**config.mk**
```make
export PLATFORM = sky130hd
export DESIGN_NAME = act_share_scheduler
export DESIGN_NICKNAME = d
export VERILOG_FILES = /design/src/rtl/act_share_scheduler.sv
export SDC_FILE = /design/constraint.sdc
export NUM_CORES = 1
export LEC_CHECK = 0
export CAP_MARGIN = 15
export CORE_MARGIN = 5
export CORE_UTILIZATION = 43
export CTS_CLUSTER_DIAMETER = 60
export DETAILED_ROUTE_END_ITERATION = 8
export GPL_ROUTABILITY_DRIVEN = 1
export HOLD_SLACK_MARGIN = 0.1
export MAX_ROUTING_LAYER = met4
export PLACE_DENSITY = 0.71
export SLEW_MARGIN = 40
export SYNTH_ARGS = -nofsm -noshare
export SYNTH_HDL_FRONTEND = slang
export SYNTH_SLANG_ARGS = --single-unit
```
**constraint.sdc**
```tcl
create_clock -name clk -period 3.96 [get_ports clk]
set_clock_uncertainty 0.2 [all_clocks]
set_input_delay 0.792 -clock clk [delete_from_list [all_inputs] [get_ports clk]]
set_output_delay 0.792 -clock clk [all_outputs]
set_load 0.005 [all_outputs]
```
**src/rtl/act_share_scheduler.sv**
```systemverilog
// Two-requester scheduler sharing one multi-cycle accumulate datapath (IDLE/LOAD/RUN/DONE).
// Optional macro PRIO_REQ1_EN: fixed priority to req1 on ties instead of round-robin.
module act_share_scheduler #(
   parameter int DW   = 8,
   parameter int HOLD = 4
) (
   input  logic          clk,
   input  logic          rst_n,
   input  logic          req1,
   input  logic          req2,
   input  logic [DW-1:0] d1,
   input  logic [DW-1:0] d2,
   output logic          gnt1,
   output logic          gnt2,
   output logic          done,
   output logic [7:0]    c1,
   output logic [DW-1:0] x,
   output logic [DW-1:0] y,
   output logic [7:0]    act1,
   output logic [7:0]    act2,
   output logic [1:0]    i
);

   localparam logic [1:0] S_IDLE = 2'd0;
   localparam logic [1:0] S_LOAD = 2'd1;
   localparam logic [1:0] S_RUN  = 2'd2;
   localparam logic [1:0] S_DONE = 2'd3;
   localparam logic [7:0] LAST_RUN = 8'(HOLD - 1);

   logic win2;
   logic pick2;
   logic run_end;

   assign run_end = (i == S_RUN) && (c1 == LAST_RUN);

`ifdef PRIO_REQ1_EN
   always_comb pick2 = req2 & ~req1;
`else
   // last2 resets high so requester 1 takes the first tie
   logic last2;

   always_comb pick2 = req2 & (~req1 | ~last2);

   always_ff @(posedge clk or negedge rst_n) begin
      if (!rst_n)       last2 <= 1'b1;
      else if (run_end) last2 <= win2;
   end
`endif

   always_ff @(posedge clk or negedge rst_n) begin
      if (!rst_n) begin
         i    <= S_IDLE;
         gnt1 <= 1'b0;
         gnt2 <= 1'b0;
         done <= 1'b0;
         c1   <= '0;
         x    <= '0;
         y    <= '0;
         act1 <= '0;
         act2 <= '0;
         win2 <= 1'b0;
      end else begin
         gnt1 <= 1'b0;
         gnt2 <= 1'b0;
         done <= 1'b0;
         case (i)
            S_IDLE: begin
               if (req1 | req2) begin
                  win2 <= pick2;
                  x    <= pick2 ? d2 : d1;
                  gnt1 <= ~pick2;
                  gnt2 <= pick2;
                  i    <= S_LOAD;
               end
            end
            S_LOAD: begin
               y  <= x;
               c1 <= '0;
               i  <= S_RUN;
            end
            S_RUN: begin
               y  <= y + x;
               c1 <= c1 + 8'd1;
               // done and activity count become visible together in the DONE cycle
               if (run_end) begin
                  i    <= S_DONE;
                  done <= 1'b1;
                  if (win2) begin
                     if (act2 != 8'hFF) act2 <= act2 + 8'd1;
                  end else begin
                     if (act1 != 8'hFF) act1 <= act1 + 8'd1;
                  end
               end
            end
            default: i <= S_IDLE;
         endcase
      end
   end

endmodule
```
==> flow_metrics.env, run 1 <==
export IMPL_ys_seq_area_share_pct=46.7
export IMPL_r2r_slack_ns=1.71
export IMPL_worstSkewPairLatency_ns=0.30
export IMPL_rsz0062_at_grt="false"
export IMPL_dr_pass1_iters=4
export IMPL_gp_congestion=0.795
export IMPL_rows=27
export IMPL_hpwl_microns=4230
export IMPL_power_density_nw_per_um2=667
export IMPL_cts_setup_buffers=0
export IMPL_finalSetupTns_ns=0
export IMPL_fin_crit_sh_pct=59.4
export IMPL_coreArea_sq_um=5610
export IMPL_synth_area_leader_cell="dfrtp_1"
export IMPL_cts_resized=0
export IMPL_status="complete, no violations"
export IMPL_p_leak_nw=1.46
export IMPL_synth_top_cell_area_share_pct=45.7
export IMPL_drc=0
export IMPL_endpoint_kind="output port"
export IMPL_finalMaxSlewViolations=0
export IMPL_start_util_pct=44.9
export IMPL_final_cell_area_sq_um=3350
export IMPL_synth_fp_nets=282
export IMPL_cp_cell_sequence="clkdlybuf4s50_1"
export IMPL_dp_cells=381
export IMPL_clkTransAtPathRegs_ns=0.08
export IMPL_cts_sinks=47
export IMPL_clockBufferDepth=2
export IMPL_final_layout_size_suffix_gt1_share_pct=6.62
export IMPL_drt_total_wl_microns=5750
export IMPL_crit_path_start_kind="register"
export IMPL_track_usage_pct=17.0
export IMPL_synth_edf_count=0
export IMPL_antenna_found_initial=0
export IMPL_ir_worst_vdd_mv=0.423
export IMPL_worstPathMaxFanout=7
export IMPL_areaGrowthSynthToFinish_pct=32.9
export IMPL_htreeDepth=2
export IMPL_max_freq_ghz=0.425
export IMPL_max_slew_margin_rel_pct=61.0
export IMPL_drtIter0Drc=102
export IMPL_cp_arrival_ns=1.36
export IMPL_cts_buffers_inserted=5
export IMPL_synth_seq_cells=47
export IMPL_ctsRootBufferMaster="clkbuf_8"
export IMPL_critPathKind="register to output port"
export IMPL_hold_viol_final=0
export IMPL_postRouteAntennaNets=0
export IMPL_path_delay_family="buffers and inverters"
export IMPL_synth_top_family_by_area="simple AND/OR/NAND/NOR gates"
export IMPL_grt_ovfl_total=0
export IMPL_worstReg2RegEnd="y[7]"
export IMPL_synthFlopType="dfrtp_1"
export IMPL_worst_path_max_delay_cell="clkdlybuf4s50_1"
export IMPL_hold_buffers=0
export IMPL_io_pins=65
export IMPL_dieWidth_microns=86.6
export IMPL_post_route_min_period_ns=2.35
export IMPL_seq_area_sq_um=1180
export IMPL_netlist_area_sq_um=2520
export IMPL_place_area_sq_um=3240
export IMPL_synthMuxAreaShare_pct=5.66
export IMPL_synth_simple_area_share_pct=18.3
export IMPL_wl_per_cell_microns=14.8
export IMPL_max_cap_violations=0
export IMPL_min_path_type="register to register"
export IMPL_hold_start="last2"
export IMPL_grt_max_degree=48
export IMPL_diodes=0
export IMPL_slowest_delay_ns=0.56
export IMPL_async_reset_ff_share_pct=100
export IMPL_multi_input_area_sq_um=1250
export IMPL_die_h_microns=86.6
export IMPL_synth_area_per_cell_sq_um=10.1
export IMPL_synth_distinct_cells=44
export IMPL_nNetsFinal=349
export IMPL_path_buf_inv=1
export IMPL_worstHoldEndpoint="last2"
export IMPL_synth_xor_area_share_pct=5.56
export IMPL_ys_warn_count=0
export IMPL_worstMarginPinSlew_ns=0.585
export IMPL_grt_pass1_vias=2069
export IMPL_reg2reg_from="x[1]"
export IMPL_rr_worst_depth=6
export IMPL_io_buffers=64
export IMPL_setup_violations=0
export IMPL_crit_required_ns=2.97
export IMPL_synth_cells=249
export IMPL_grt_pass1_wl_microns=9710
export IMPL_synthTopCellsByArea="dfrtp_1 (46%), ha_1 (6.0%), mux2i_1 (4.8%)"
export IMPL_die_area_sq_um=7490
export IMPL_vias=2079
export IMPL_n_fill_cell=508
export IMPL_cts_tree="yes"
export IMPL_vias_per_cell=5.34
export IMPL_fin_cells=389
export IMPL_whs_path_depth=2
export IMPL_synth_compound_area_share_pct=13.3
export IMPL_synthAdderAreaFrac_pct=6.75
layout make-up:
cell class              instances  share of cell area (%)
multi-input cells             179                    37.4
flip-flops and latches         47                    35.2
repair buffers                 67                    19.7
well taps                      72                    2.69
clock buffers                   6                    2.17
inverters                      16                    1.79
clock inverters                 2                    1.12
worst max-delay path by stage:
stage	from	endpoint	slack, ns	depth (start not counted)
final	c1[4]	c1[4]	1.61	1
after global routing	x[1]	y[7]	1.50	6
after CTS	act2[2]	act2[2]	1.60	1
after detailed placement	req1	x[7]	1.41	6
after global placement	req1	x[7]	1.49	6
after floorplan	req2	x[6]	1.91	5
cells in the mapped netlist (2+ instances only):
| cell | n |
|---|---|
| nand2_1 | 20 |
| nor3b_1 | 2 |
| nor2_1 | 14 |
| a31oi_1 | 4 |
| a21o_1 | 2 |
| nand3_1 | 13 |
| mux2i_1 | 12 |
| nand4_1 | 7 |
| xor2_1 | 6 |
| clkbuf_1 | 5 |
| o22ai_1 | 3 |
| a222oi_1 | 2 |
| nor2b_1 | 8 |
| o21ai_0 | 14 |
| xnor2_1 | 10 |
| nand3b_1 | 2 |
| and2_1 | 3 |
| mux2_2 | 2 |
| dfrtp_1 | 46 |
| a21oi_1 | 16 |
| nor3_1 | 4 |
| ha_1 | 12 |
| and3_1 | 5 |
| inv_1 | 16 |
| o211ai_1 | 2 |
through the flow:
stage / utilization, % / hold slack [ns] / setup WS [ns] / total power [mW]
final: 59.7 / 0.275 / 1.61 / 2.23
after global routing: 59.7 / 0.297 / 1.50 / 2.44
after CTS: 59.7 / 0.281 / 1.60 / 2.26
after detailed placement: 57.8 / 0.266 / 1.41 / 1.90
after global placement: 57.7 / 0.253 / 1.49 / 1.86
after floorplan: - / 0.237 / 1.91 / 1.46
sequential cells by signal (all words and copies together) (netlist names):
name / flops
act1: 8
win2: 1
i: 2
x: 8
y: 8
gnt1: 1
done: 1
c1: 8
act2: 8
last2: 1
gnt2: 1
cell usage in the layout, fill, tap and decap left out, types with 2 or more instances in the layout:
cell             Yosys  routed
nand3b_1             2       2
nand3_1             13      13
a21oi_1             16      16
nand2_1             20      20
a31oi_1              4       4
nor2_1              14      14
mux2i_1             12      12
mux2_2               2       2
o21ai_0             14      14
nor3b_1              2       2
o22ai_1              3       3
nor3_1               4       4
and2_1               3       3
and3_1               5       5
clkbuf_8             0       5
xnor2_1             10      10
a21o_1               2       2
inv_1               16      16
o211ai_1             2       2
nand4_1              7       7
nor2b_1              8       8
dfrtp_1             46      46
clkdlybuf4s50_1      0      63
ha_1                12      11
a222oi_1             2       2
xor2_1               6       6
buf_4                0       4
metal layers:
layer  vias up  routed length, microns  global-route usage, %
met1      1000                    2550                   21.0
met4         0                      87                   5.38
met5         -                       0                      -
met3         7                     309                   3.99
li1       1020                       -                      -
met2        52                    2800                   27.6
power by group:
group / switching [mW] / leakage [nW] / internal [mW]
clock network: 0.159 / 0.0514 / 0.188
registers: 0.129 / 0.615 / 0.611
logic: 0.581 / 0.789 / 0.564
logic make-up after synthesis:
kind of cell	count (synthesis)
buf+inv	23
simple gates	84
fa+ha+maj	13
flops	47
xor+xnor	16
compound gates	52
mux	14
Power figures use the tool's default switching activity.
==> inputs of run 2 (changes only) <==
--- a/config.mk
+++ b/config.mk
@@ -13,7 +13,7 @@
 export GPL_ROUTABILITY_DRIVEN = 1
 export HOLD_SLACK_MARGIN = 0.1
 export MAX_ROUTING_LAYER = met4
-export PLACE_DENSITY = 0.71
+export PLACE_DENSITY = 0.74
 export SLEW_MARGIN = 40
 export SYNTH_ARGS = -nofsm -noshare
 export SYNTH_HDL_FRONTEND = slang
==> constraint.sdc (replaced) <==
create_clock -name clk -period 2 [get_ports clk]
set_clock_uncertainty 0.2 [all_clocks]
set_input_delay 0.4 -clock clk [delete_from_list [all_inputs] [get_ports clk]]
set_output_delay 0.4 -clock clk [all_outputs]
set_load 0.005 [all_outputs]
==> flow_metrics.env, run 2 (synthesis results as in run 1) <==
export IMPL_track_usage_pct=18.4
export IMPL_finalMaxSlewViolations=0
export IMPL_post_route_min_period_ns=1.98
export IMPL_cts_sinks=47
export IMPL_finalSetupTns_ns=0
export IMPL_hold_slack_ns=0.268
export IMPL_wl_per_cell_microns=14.8
export IMPL_vias=2249
export IMPL_dp_cells=414
export IMPL_die_area_sq_um=7490
export IMPL_cp_cell_sequence="buf_4 > clkdlybuf4s50_1"
export IMPL_post_place_ws_ns=-0.0850
export IMPL_p_leak_nw=1.67
export IMPL_hold_viol_final=0
export IMPL_status="complete, no violations"
export IMPL_io_buffers=64
export IMPL_cp_arrival_ns=1.38
export IMPL_drt_total_wl_microns=6330
export IMPL_worstSetupEndpoint="c1[4]"
export IMPL_cts_tree="yes"
export IMPL_die_h_microns=86.6
export IMPL_reg2reg_from="c1[0]"
export IMPL_r2r_slack_ns=0.03
export IMPL_rows=27
export IMPL_worstSetupStartpoint="c1[4]"
export IMPL_final_layout_size_suffix_gt1_share_pct=22.3
export IMPL_drtIter0Drc=67
export IMPL_fin_cells=427
export IMPL_layout_common_cells="clkdlybuf4s50_1 (62), dfrtp_1 (45), buf_4 (34)"
export IMPL_htreeDepth=2
export IMPL_critPathKind="register to output port"
export IMPL_slowest_delay_ns=0.50
export IMPL_io_pins=65
export IMPL_vias_per_cell=5.27
export IMPL_grt_max_degree=31
export IMPL_diodes=0
export IMPL_hpwl_microns=4710
export IMPL_fin_crit_sh_pct=98.9
export IMPL_max_slew_margin_rel_pct=70.6
export IMPL_worst_path_max_delay_cell="clkdlybuf4s50_1"
export IMPL_setup_violations=0
export IMPL_clockBufferDepth=2
export IMPL_grt_pass1_wl_microns=10700
export IMPL_worstPathMaxFanout=6
export IMPL_max_cap_violations=0
export IMPL_antenna_found_initial=0
export IMPL_final_common_cell="clkdlybuf4s50_1"
export IMPL_worstReg2RegEnd="act2[6]"
export IMPL_grt_pass1_vias=2282
export IMPL_endpoint_kind="output port"
export IMPL_worstMarginPinSlew_ns=0.441
export IMPL_rsz0062_at_grt="true"
export IMPL_crit_path_start_kind="register"
export IMPL_crit_required_ns=1.40
export IMPL_start_util_pct=44.9
export IMPL_postRouteAntennaNets=0
export IMPL_gp_congestion=0.813
export IMPL_nNetsFinal=387
export IMPL_ctsRootBufferMaster="clkbuf_8"
export IMPL_areaGrowthSynthToFinish_pct=49.3
export IMPL_hold_start="last2"
export IMPL_min_path_type="register to register"
export IMPL_max_freq_ghz=0.505
export IMPL_dieWidth_microns=86.6
export IMPL_dr_pass1_iters=4
export IMPL_worstSkewPairLatency_ns=0.31
export IMPL_ir_worst_vdd_mv=0.880
export IMPL_drc=0
export IMPL_coreArea_sq_um=5610
export IMPL_grt_ovfl_total=0
export IMPL_rr_worst_depth=6
export IMPL_power_density_nw_per_um2=1350
export IMPL_cts_buffers_inserted=5
export IMPL_clkTransAtPathRegs_ns=0.09
export IMPL_fin_ws_ns=0.0217
## run 2: cell types whose count changed in the layout (fill, tap and decap cells not counted), moves of 2 or more
cell,change
a21oi_1,-4
a21oi_2,+4
buf_12,+2
buf_4,+30
buf_6,+3
ha_1,-3
ha_2,+3
inv_1,-2
nor3_1,-3
nor3_2,+3
## run 2: area by class of cell
type,instances,area (sq um)
multi-input combinational,179,1350
clock buffer,6,72.6
timing repair buffer,105,992
sequential,47,1180
inverter,16,63.8
tap,72,90.1
clock inverter,2,16.3
fill,458,1850
## run 2: per-stage QoR
| step | total power [mW] | instance area (sq um) | util [%] |
|---|---|---|---|
| finish | 5.07 | 3760 | 67.1 |
| floorplan | 2.88 | 2520 | - |
| detailed placement | 4.12 | 3490 | 62.3 |
| global route | 5.52 | 3760 | 67.1 |
| CTS | 4.78 | 3600 | 64.2 |
| global placement | 4.06 | 3490 | 62.3 |
## run 2: how the worst min path moves through the flow
stage / slack (ns) / cells past startpoint / endpoint
after floorplan: -0.1 / 0 / act1[0]
after global placement: 0.16 / 1 / act2[1]
after detailed placement: 0.16 / 1 / act2[3]
after CTS: 0.27 / 2 / last2
after global routing: 0.31 / 2 / last2
final: 0.27 / 2 / last2
## run 2: repair_timing
action	CTS	global route
pin swaps	1	9
hold buffers	1	0
setup buffers	0	4
setup endpoints to repair	2	20
endpoints found under the hold margin	17	0
gates resized for setup	3	30
## run 2: per-layer routing
layer	global-route usage (%)	wire, microns
met2	31.2	3210
met3	3.80	290
met4	4.67	97
met5	-	0
met1	22.3	2730
## run 2: critical path, delay by kind of cell, from the launching register on
kind / cells / cell delay [ns]
flip-flops: 1 / 0.41
buffers and inverters: 2 / 0.67
## run 2: where the power goes
group	internal [mW]	switching, mW	total (mW)
logic	1.62	1.44	3.06
registers	1.21	0.201	1.41
clock network	0.252	0.341	0.593
total	3.08	1.98	5.07
==> inputs of run 3 (changes only) <==
--- a/config.mk
+++ b/config.mk
@@ -13,7 +13,7 @@
 export GPL_ROUTABILITY_DRIVEN = 1
 export HOLD_SLACK_MARGIN = 0.1
 export MAX_ROUTING_LAYER = met4
-export PLACE_DENSITY = 0.74
+export PLACE_DENSITY = 0.71
 export SLEW_MARGIN = 40
 export SYNTH_ARGS = -nofsm -noshare
 export SYNTH_HDL_FRONTEND = slang
==> constraint.sdc (replaced) <==
create_clock -name clk -period 2.3 [get_ports clk]
set_clock_uncertainty 0.2 [all_clocks]
set_input_delay 0.46 -clock clk [delete_from_list [all_inputs] [get_ports clk]]
set_output_delay 0.46 -clock clk [all_outputs]
set_load 0.005 [all_outputs]
==> flow_metrics.env, run 3 (synthesis results as in run 1) <==
export IMPL_status="complete, no violations"
export IMPL_die_h_microns=86.6
export IMPL_power_density_nw_per_um2=1160
export IMPL_gp_congestion=0.812
export IMPL_max_cap_violations=0
export IMPL_die_area_sq_um=7490
export IMPL_clkTransAtPathRegs_ns=0.09
export IMPL_areaGrowthSynthToFinish_pct=36.3
export IMPL_worstMarginPinSlew_ns=0.578
export IMPL_finalMaxSlewViolations=0
export IMPL_crit_required_ns=2.30
export IMPL_cts_tree="yes"
export IMPL_drc=0
export IMPL_seq_area_sq_um=1180
export IMPL_io_buffers=64
export IMPL_track_usage_pct=16.6
export IMPL_worstPathMaxFanout=8
export IMPL_final_layout_size_suffix_gt1_share_pct=9.45
export IMPL_grt_max_degree=48
export IMPL_layout_common_cells="clkdlybuf4s50_1 (63), dfrtp_1 (46), nand2_1 (20)"
export IMPL_grt_pass1_vias=2037
export IMPL_cts_sinks=47
export IMPL_drt_total_wl_microns=5630
export IMPL_rows=27
export IMPL_total_power_mw=3.97
export IMPL_hold_viol_final=0
export IMPL_vias_per_cell=5.24
export IMPL_antenna_found_initial=0
export IMPL_start_util_pct=44.9
export IMPL_final_util_pct=61.3
export IMPL_diodes=0
export IMPL_finalSetupTns_ns=0
export IMPL_nNetsFinal=360
export IMPL_r2r_slack_ns=0.16
export IMPL_clockBufferDepth=2
export IMPL_setup_violations=0
export IMPL_drtIter0Drc=110
export IMPL_worstSkewPairLatency_ns=0.31
export IMPL_wl_per_cell_microns=14.1
export IMPL_postRouteAntennaNets=0
export IMPL_vias=2095
export IMPL_post_route_min_period_ns=2.14
export IMPL_io_pins=65
export IMPL_place_area_sq_um=3300
export IMPL_dr_pass1_iters=5
export IMPL_p_leak_nw=1.52
export IMPL_coreArea_sq_um=5610
export IMPL_n_fill_cell=506
export IMPL_crit_path_start_kind="register"
export IMPL_fin_crit_sh_pct=93.1
export IMPL_critPathKind="register to register"
export IMPL_grt_pass1_wl_microns=9640
export IMPL_cp_arrival_ns=2.14
export IMPL_cts_buffers_inserted=5
export IMPL_final_common_cell="clkdlybuf4s50_1"
export IMPL_max_freq_ghz=0.467
export IMPL_multi_input_area_sq_um=1250
export IMPL_grt_ovfl_total=0
export IMPL_htreeDepth=2
export IMPL_endpoint_kind="register"
export IMPL_final_cell_area_sq_um=3440
export IMPL_max_slew_margin_rel_pct=61.4
export IMPL_min_path_type="register to register"
export IMPL_ctsRootBufferMaster="clkbuf_8"
export IMPL_ir_worst_vdd_mv=0.734
export IMPL_hpwl_microns=4240
export IMPL_hold_slack_ns=0.266
export IMPL_dieWidth_microns=86.6
-- run 3: changes by cell type in the layout (fill, tap and decap cells not counted), sizes merged --
cell	before	now
clkinv	0	1
clkdlybuf4s50	62	63
inv	16	17
bufinv	0	1
dlymetal6s2s	1	0
clkbuf	6	5
clkinvlp	2	0
buf	41	14
-- run 3: where the power goes --
| group | switching (mW) | leakage, nW | total (mW) | internal (mW) |
|---|---|---|---|---|
| Combinational | 1.04 | 0.844 | 2.10 | 1.05 |
| Clock | 0.296 | 0.0587 | 0.625 | 0.329 |
| Sequential | 0.197 | 0.615 | 1.25 | 1.05 |
| Total | 1.54 | 1.52 | 3.97 | 2.44 |
-- run 3: stage by stage --
| stage | worst slack [ns] | instances |
|---|---|---|
| 4_1_cts | 0.141 | 399 |
| 3_5_place_dp | 0.0714 | 390 |
| 3_3_place_gp | 0.146 | 390 |
| 6_report | 0.159 | 400 |
| 5_1_grt | -0.00251 | 400 |
| 2_1_floorplan | 0.312 | 249 |
-- run 3: critical path, cell delays in order, from the launching register on --
cell,delay [ns]
dfrtp_1,0.39
ha_1,0.22
nor4b_4,0.31
nand4_2,0.21
a41oi_4,0.33
mux2_2,0.37
-- run 3: final timing paths --
check	start	to	cells past startpoint
setup / recovery	c1[1]	act2[1]	5
hold / removal	last2	last2	2
setup reg to reg	c1[1]	act2[1]	5
hold reg to reg	last2	last2	2
max in group asynchronous	rst_n	c1[1]	3
min in group asynchronous	rst_n	act2[5]	3
-- run 3: layer usage --
layer | up-vias | track usage (%) | wire length [microns]
li1 | 1042 | - | -
met1 | 982 | 20.5 | 2530
met2 | 60 | 27.1 | 2680
met3 | 11 | 3.61 | 330
met4 | 0 | 5.10 | 81
met5 | - | - | 0
-- run 3: area by class of cell --
type | count | share of cell area, %
inverters | 16 | 1.75
well taps | 72 | 2.62
flip-flops and latches | 47 | 34.3
clock inverters | 3 | 1.38
multi-input cells | 179 | 36.3
repair buffers | 78 | 21.6
clock buffers | 5 | 2.00
-- run 3: timing repair --
action	in CTS	in global routing
endpoints found under the setup margin	0	1
setup buffers	0	1
hold buffers	1	0
hold endpoints to repair	46	0
gates resized for setup	0	0
